$ cat src/rtl/countdown_timer.sv
// -----------------------------------------------------------------------------
// countdown_timer
//
// Four-digit BCD down-counter with an alarm phase. The operator presets the
// value digit by digit with inc/sel, starts it, and the value decrements once
// per tick strobe. When it reaches 0000, done is raised for ALARM_TICKS tick
// strobes. Alternatively, a start press acknowledges the alarm early.
//
// Parameters:
//   ALARM_TICKS : tick strobes that done stays high after expiry (1..255)
//   TICKW       : width of the alarm tick counter (2**TICKW > ALARM_TICKS)
//
// Ports:
//   clk   : system clock
//   rst   : asynchronous, active-high reset
//   tick  : one-cycle enable strobe from the clock divider
//   start : start / resume / alarm-acknowledge request (level, sampled every clk)
//   stop  : pause request (level, sampled every clk)
//   inc   : one-cycle pulse, increments the digit chosen by sel (no carry)
//   sel   : digit select for inc: 0 ones, 1 tens, 2 hundreds, 3 thousands
//   clr   : synchronous clear to 0000 / IDLE
//   bcd   : current value, [3:0] ones ... [15:12] thousands
//   state : one-hot FSM state, [0] IDLE [1] RUN [2] PAUSE [3] DONE
//   done  : alarm, high while in DONE
//
// The input priority, applied in every state, is clr > stop > start > tick > inc.
// An input that a state explicitly ignores does not mask lower-priority inputs.
// For example, a start that is held while RUN is active still lets ticks through.
// All outputs come straight from registers.
// -----------------------------------------------------------------------------
module countdown_timer #(
   parameter int ALARM_TICKS = 5,
   parameter int TICKW       = 8
) (
   input  logic        clk,
   input  logic        rst,
   input  logic        tick,
   input  logic        start,
   input  logic        stop,
   input  logic        inc,
   input  logic [1:0]  sel,
   input  logic        clr,
   output logic [15:0] bcd,
   output logic [3:0]  state,
   output logic        done
);

   typedef enum logic [3:0] {
      S_IDLE  = 4'b0001,
      S_RUN   = 4'b0010,
      S_PAUSE = 4'b0100,
      S_DONE  = 4'b1000
   } state_t;

   localparam logic [TICKW-1:0] ALARM_LAST = TICKW'(ALARM_TICKS - 1);

   state_t            state_q, state_d;
   logic [15:0]       bcd_q, bcd_d;
   logic              done_q, done_d;
   logic [TICKW-1:0]  alarm_q, alarm_d;

   logic              is_zero;
   logic              is_one;

   assign is_zero = (bcd_q == 16'h0000);
   assign is_one  = (bcd_q == 16'h0001);

   // Single-digit increment that wraps 9 -> 0. An illegal code 10..15 is
   // forced to 0 so that the digit recovers on the next edit.
   function automatic logic [3:0] digit_inc(input logic [3:0] d);
      logic [3:0] r;
      if (d >= 4'd9) r = 4'd0;
      else           r = d + 4'd1;
      return r;
   endfunction

   // Increment only the selected digit; neighbours are untouched (no carry).
   function automatic logic [15:0] bcd_edit(input logic [15:0] v,
                                            input logic [1:0]  s);
      logic [15:0] r;
      r = v;
      case (s)
         2'd0:    r[3:0]   = digit_inc(v[3:0]);
         2'd1:    r[7:4]   = digit_inc(v[7:4]);
         2'd2:    r[11:8]  = digit_inc(v[11:8]);
         default: r[15:12] = digit_inc(v[15:12]);
      endcase
      return r;
   endfunction

   // Four-digit BCD decrement with a borrow chain from the ones digit upward.
   // A digit at 0 that receives a borrow becomes 9 and passes the borrow on.
   // An illegal digit that receives a borrow is forced to 0 and absorbs the
   // borrow. The caller never applies this to 0000.
   function automatic logic [15:0] bcd_dec(input logic [15:0] v);
      logic [15:0] r;
      logic        borrow;
      logic [3:0]  d;
      r      = v;
      borrow = 1'b1;
      for (int i = 0; i < 4; i++) begin
         d = v[i*4 +: 4];
         if (borrow) begin
            if (d == 4'd0) begin
               r[i*4 +: 4] = 4'd9;
               borrow      = 1'b1;
            end else if (d > 4'd9) begin
               r[i*4 +: 4] = 4'd0;
               borrow      = 1'b0;
            end else begin
               r[i*4 +: 4] = d - 4'd1;
               borrow      = 1'b0;
            end
         end
      end
      return r;
   endfunction

   // ---------------------------------------------------------------------------
   // State and datapath registers
   // ---------------------------------------------------------------------------
   always_ff @(posedge clk or posedge rst) begin
      if (rst) begin
         state_q <= S_IDLE;
         bcd_q   <= 16'h0000;
         done_q  <= 1'b0;
         alarm_q <= '0;
      end else begin
         state_q <= state_d;
         bcd_q   <= bcd_d;
         done_q  <= done_d;
         alarm_q <= alarm_d;
      end
   end

   // ---------------------------------------------------------------------------
   // Next-state and datapath logic
   // ---------------------------------------------------------------------------
   always_comb begin
      state_d = state_q;
      bcd_d   = bcd_q;
      done_d  = done_q;
      alarm_d = alarm_q;

      if (clr) begin
         state_d = S_IDLE;
         bcd_d   = 16'h0000;
         done_d  = 1'b0;
         alarm_d = '0;
      end else begin
         case (state_q)
            S_IDLE: begin
               done_d = 1'b0;
               // While stop is held, it masks start and inc. Ticks never
               // affect IDLE.
               if (!stop) begin
                  if (start && !is_zero) begin
                     state_d = S_RUN;
                  end else if (inc) begin
                     bcd_d = bcd_edit(bcd_q, sel);
                  end
               end
            end

            S_RUN: begin
               done_d = 1'b0;
               if (stop) begin
                  // The pause wins, and a tick in the same cycle is dropped.
                  state_d = S_PAUSE;
               end else if (tick) begin
                  // The last step lands on 0000. A zero value here cannot
                  // normally occur; if it does, the state goes straight to
                  // DONE without a decrement.
                  if (is_one || is_zero) begin
                     bcd_d   = 16'h0000;
                     state_d = S_DONE;
                     done_d  = 1'b1;
                     alarm_d = '0;
                  end else begin
                     bcd_d = bcd_dec(bcd_q);
                  end
               end
            end

            S_PAUSE: begin
               done_d = 1'b0;
               if (!stop) begin
                  if (start) begin
                     // If the operator has edited the value down to 0000, a
                     // resume is pointless, so the FSM returns to IDLE.
                     state_d = is_zero ? S_IDLE : S_RUN;
                  end else if (inc) begin
                     bcd_d = bcd_edit(bcd_q, sel);
                  end
               end
            end

            S_DONE: begin
               bcd_d  = 16'h0000;
               done_d = 1'b1;
               if (start) begin
                  state_d = S_IDLE;
                  done_d  = 1'b0;
                  alarm_d = '0;
               end else if (tick) begin
                  // The counter is 0 on entry. The tick that finds it at
                  // ALARM_TICKS-1 ends the alarm, which is the ALARM_TICKS-th
                  // tick after expiry.
                  if (alarm_q >= ALARM_LAST) begin
                     state_d = S_IDLE;
                     done_d  = 1'b0;
                     alarm_d = '0;
                  end else begin
                     alarm_d = alarm_q + 1'b1;
                  end
               end
            end

            default: begin
               // Unreachable one-hot code: recover to IDLE and keep the value.
               state_d = S_IDLE;
               done_d  = 1'b0;
               alarm_d = '0;
            end
         endcase
      end
   end

   assign bcd   = bcd_q;
   assign state = state_q;
   assign done  = done_q;

endmodule

$ cat config.mk
export PLATFORM = sky130hd
export DESIGN_NAME = countdown_timer
export DESIGN_NICKNAME = d
export VERILOG_FILES = /design/src/rtl/countdown_timer.sv
export SDC_FILE = /design/constraint.sdc
export NUM_CORES = 1
export LEC_CHECK = 0
export ABC_CLOCK_PERIOD_IN_PS = 3300
export CAP_MARGIN = 20
export CORE_ASPECT_RATIO = 1.25
export CORE_MARGIN = 2
export CORE_UTILIZATION = 45
export CTS_CLUSTER_SIZE = 14
export DETAILED_ROUTE_END_ITERATION = 10
export PLACE_DENSITY = 0.67
export SLEW_MARGIN = 20
export SYNTH_ARGS = -nofsm -noshare
export SYNTH_HDL_FRONTEND = slang
export SYNTH_SLANG_ARGS = --single-unit
$ cat constraint.sdc
create_clock -name clk -period 3.3 [get_ports clk]
set_clock_uncertainty 0.2 [all_clocks]
set_input_delay 0.66 -clock clk [delete_from_list [all_inputs] [get_ports clk]]
set_output_delay 0.66 -clock clk [all_outputs]
set_load 0.005 [all_outputs]
# == Word level (Yosys, flattened, before mapping) ==
# Index checks and enable logic that the tools add are counted.
# word_totals
regBits,29
output_inout_bits,21
elab_cells,145
# classes
n_addsub,9
order_cmp,9
n_eq_ne,24
mux,78
reduce_logical,18
# ops
operator,count
$mux W16,9
$mux W4,30
$pmux W16 S4,1
$mux W8,7
$reduce_and A8 Y1,4
$ne A4 B4 Y1 const B,7
$mux W1,27
$ne A3 B3 Y1 const B,9
$pmux W8 S3,1
$add A4 B1 Y4 const B,4
$eq A16 B1 Y1 const B,1
$ge A4 B4 Y1 const B,4
$gt A4 B4 Y1 const B,4
$logic_not A16 Y1,1
$logic_not A4 Y1,4
$pmux W4 S4,1
$sub A4 B1 Y4 const B,4
$add A8 B1 Y8 const B,1
$ge A8 B3 Y1 const B,1
$reduce_and A7 Y1,1
$reduce_and A5 Y1,1
$reduce_bool A5 Y1,1
$eq A4 B1 Y1 const B,1
$eq A4 B2 Y1 const B,1
13 further kinds,13

# == Depth between registers and ports, before layout ==
# Gate-level depths: netlist of run 1.
# logic_depth
word_depth,25
mapped_depth,10
depth_no_buf,8

# == Worst setup path before layout of run 1 ==
# OpenSTA, ideal clock, no wires.
# synth_timing
path_type,register -> register
startpoint,register bcd_q[8] (netlist: bcd[8])
endpoint,register bcd_q[12] (netlist: bcd[12])
arrival_time_ns,2.542
setup_slack_ns,0.433
stages_incl_launch_ff,11
n_path_buf,2
period_less_slack_ns,2.867
cell_sequence,dfrtp_1 inv_1 ha_1 nor3b_1 and4_1 o21bai_1 or2_1 buf_6 or3_4 buf_6 mux2_4
# synth_between
elab_chain_len,10
# synth_rtl
element,line_no,rtl
start: declaration,58,"logic [15:0] bcd_q, bcd_d;"
start signal: assignment,125,bcd_q <= 16'h0000;
start signal: assignment,130,bcd_q <= bcd_d;
$logic_not A4 Y1,104,if (d == 4'd0) begin
$mux W1,104,
$mux W1,103,if (borrow) begin
$mux W1,174,if (is_one || is_zero) begin
$mux W1,170,end else if (tick) begin
$mux W1,167,if (stop) begin
$mux W1,151,case (state_q)
$mux W1,145,if (clr) begin
$ne A4 B4 Y1 (no source line),n/a,
$reduce_and A8 Y1 (no source line),n/a,
# Parallel ways exist; a longest one is shown, timed or not. The select of a mux whose other input is x is not followed.
# A chain may end at the register's enable or synchronous reset.

# == Worst setup path in the final report of run 1 ==
# layout_timing
startpoint,register bcd_q[9] (netlist: bcd[9])
endpoint,register bcd_q[12] (netlist: bcd[12])
# Same word-level chain as after synthesis.

==> results of run 1 <==
[synth_stat cells, types with 3 or more instances]
cell type	count
dfrtp_1	28
nor2_1	26
a21oi_1	25
inv_1	22
o21ai_0	22
nand3_1	19
ha_1	15
nand2_1	13
clkbuf_1	12
nand2b_1	10
nor3_1	10
nor2b_1	8
o22ai_1	7
a211oi_1	6
mux2_2	6
o21ai_1	6
a21o_1	5
a31oi_1	5
buf_6	5
nor3b_1	5
a2111oi_0	4
o31ai_1	4
xnor2_1	4
nand3b_1	3
o21bai_1	3
o32ai_1	3
or3_1	3
or4b_1	3
[per-stage QoR]
stage	util [%]	instance area, um^2
2_1_floorplan	-	2590
3_3_place_gp	54.9	3010
3_5_place_dp	54.9	3010
4_1_cts	56.5	3100
5_1_grt	56.5	3100
6_report	56.5	3100
[layout make-up]
type / instances / area (um^2)
flip-flops and latches: 29 / 727
well taps: 64 / 80.1
fillers: 556 / 2380
inverters: 22 / 82.6
clock buffers: 8 / 90.1
multi-input cells: 251 / 1680
repair buffers: 49 / 440
[state kept, by name, summed over array words and instances, names as in the netlist]
signal and flops:
bcd 16, alarm_q 8, state 4, done 1
[cells by family after synthesis]
family / share of synthesized area, %
AO/OA/AOI/OAI: 25.0
XOR/XNOR: 2.03
adder cells (fa/ha/maj): 7.24
buffers and inverters: 7.29
flip-flops: 28.0
multiplexers: 4.54
AND/OR/NAND/NOR: 25.9
[layer usage]
| metal | up-vias | wire [um] | GRT usage [%] | share of wire (%) |
|---|---|---|---|---|
| li1 | 1249 | - | - | - |
| met1 | 1195 | 2810 | 26.8 | 43 |
| met2 | 51 | 3460 | 39.3 | 52 |
| met3 | 11 | 203 | 3.19 | 3.1 |
| met4 | 0 | 126 | 7.38 | 1.9 |
| met5 | - | 0 | 0 | 0 |
[report_power, final]
part           leakage, uW  internal, uW  switching [uW]  total [uW]
clock network    0.0000455           170             139         309
registers         0.000394           452             164         616
logic             0.000882           768             875        1640
total              0.00132          1390            1180        2570
[worst max-delay path, stage by stage, from the launching register on]
cell and delay, ns:
dfrtp_1 0.43, inv_1 0.11, ha_1 0.30, nor3b_1 0.35, and4_1 0.36, o21bai_1 0.12, or2_1 0.23, or3_4 0.43
mux2_4 0.31
[final timing paths]
check / end / slack (ns) / cells after the start
max: bcd[12] / 0.35 / 8
min: alarm_q[7] / 0.34 / 2
max reg2reg: bcd[12] / 0.35 / 8
min reg2reg: alarm_q[7] / 0.34 / 2
max in group asynchronous: bcd[13] / 1.75 / 3
min in group asynchronous: bcd[1] / 0.52 / 2
==> results.yml, run 1 <==
synth:
  syn_inst: 320
  synthArstFlopShare_pct: 100
  synth.distinct_cells: 57
  yosys_register_bits: 29
  synth_top_cell_by_area: "dfrtp_1"
  yosys_most_used_dff: "dfrtp_1"
  synth-edff-count: 0
  avgSynthCellArea_um2: 8.10
  synth_area_um2: 2590
  yosys_warnings: 0
  synth_fp_nets: 344
  ys_seq_area_share_pct: 28.0
  synth_top_area_share_pct: 27.0
  netlist_top_cells_area: "dfrtp_1 27%, ha_1 7.2%, a21oi_1 4.8%"
routing:
  drc: 0
  route.vias.total: 2506
  drtPass1Iterations: 4
  wl_per_cell_um: 15.6
  finalWirelength_mm: 6.59
  drt_iter0_markers: 152
  viasPerCell: 5.92
  antenna_left: 0
place:
  place_worst_setup_slack_ns: 0.151
  gp_congestion: 0.883
  port_buffers: 29
  dpl.cell_count: 415
  hpwl_mm: 5.09
sta:
  slew_headroom_pct: 29.5
  post-route-period-util_pct: 89.5
  clock.fmax_mhz: 339
  fin_setup_tns_ns: 0
  rsz0062_at_grt: "false"
  hold_violations: 0
  maxSlewViolCount: 0
  tightest_slew_ns: 1.05
  fin_ws_ns: 0.348
  whs_ns: 0.338
  finalCriticalPeriod_ns: 2.95
  setup_violations: 0
clock_tree:
  ctsResizeCount: 0
  cts.path.max_buffers: 2
  cts_made_buffers: 5
  worstSkewPairLatency_ns: 0.28
  cts_tree: "done"
  hold_buffers: 0
  path_clk_slew_ns: 0.06
  post-cts-setup-buffers: 0
  cts_root_buf: "clkbuf_8"
  htreeDepth: 2
  clock_sinks: 29
grt:
  grt_usage_pct: 21.9
  grt_pass1_wl_mm: 11.0
  overflow: 0
  antenna_found_initial: 0
  grt_max_degree: 16
  grt_pass1_vias: 2344
cells_and_area:
  diodes: 0
  area_growth_syn_to_layout_pct: 19.4
  mostFrequentLayoutCell: "clkdlybuf4s50_1"
  final_cells: 423
  drive_above_1_share_pct: 11.1
  nets: 382
  mostFrequentLayoutCells: "29 x clkdlybuf4s50_1, 28 x dfrtp_1, 26 x nor2_1, 25 x a21oi_1"
floorplanning:
  die_h_um: 88.9
  fp-row-count: 30
  start_util_pct: 47.3
  core_um2: 5480
  die-width_um: 71.9
  io_pins: 30
  die_area_um2: 6390
setup_path:
  cp-end-kind: "flip-flop"
  path_class: "flip-flop to flip-flop"
  r2r_start: "bcd[9]"
  worstPathArrival_ns: 2.92
  crit_start: "bcd[9]"
  worst_setup_path_start_kind: "flip-flop"
  crit_fanout: 8
  crit_required_ns: 3.27
flow_run:
  maxCapViolations: 0
pwr:
  vdd_drop_max_mv: 0.438
  finalPower_uw: 2570
  p_leak_uw: 0.00132
  pwr_density_cell_nw_per_um2: 829
run_status:
  status: "finished, final reports clean"
min_path:
  worstHoldPathType: "flip-flop to flip-flop"
  holdCritStartpoint: "alarm_q[7]"
(Power assumes the default switching activity.)
==> inputs of run 2 (changes only) <==
- CTS_CLUSTER_SIZE: 14 -> unset
- GPL_ROUTABILITY_DRIVEN: unset -> 0
==> results of run 2 <==
No change in the layout: final DEF, timing and power equal those of run 1.
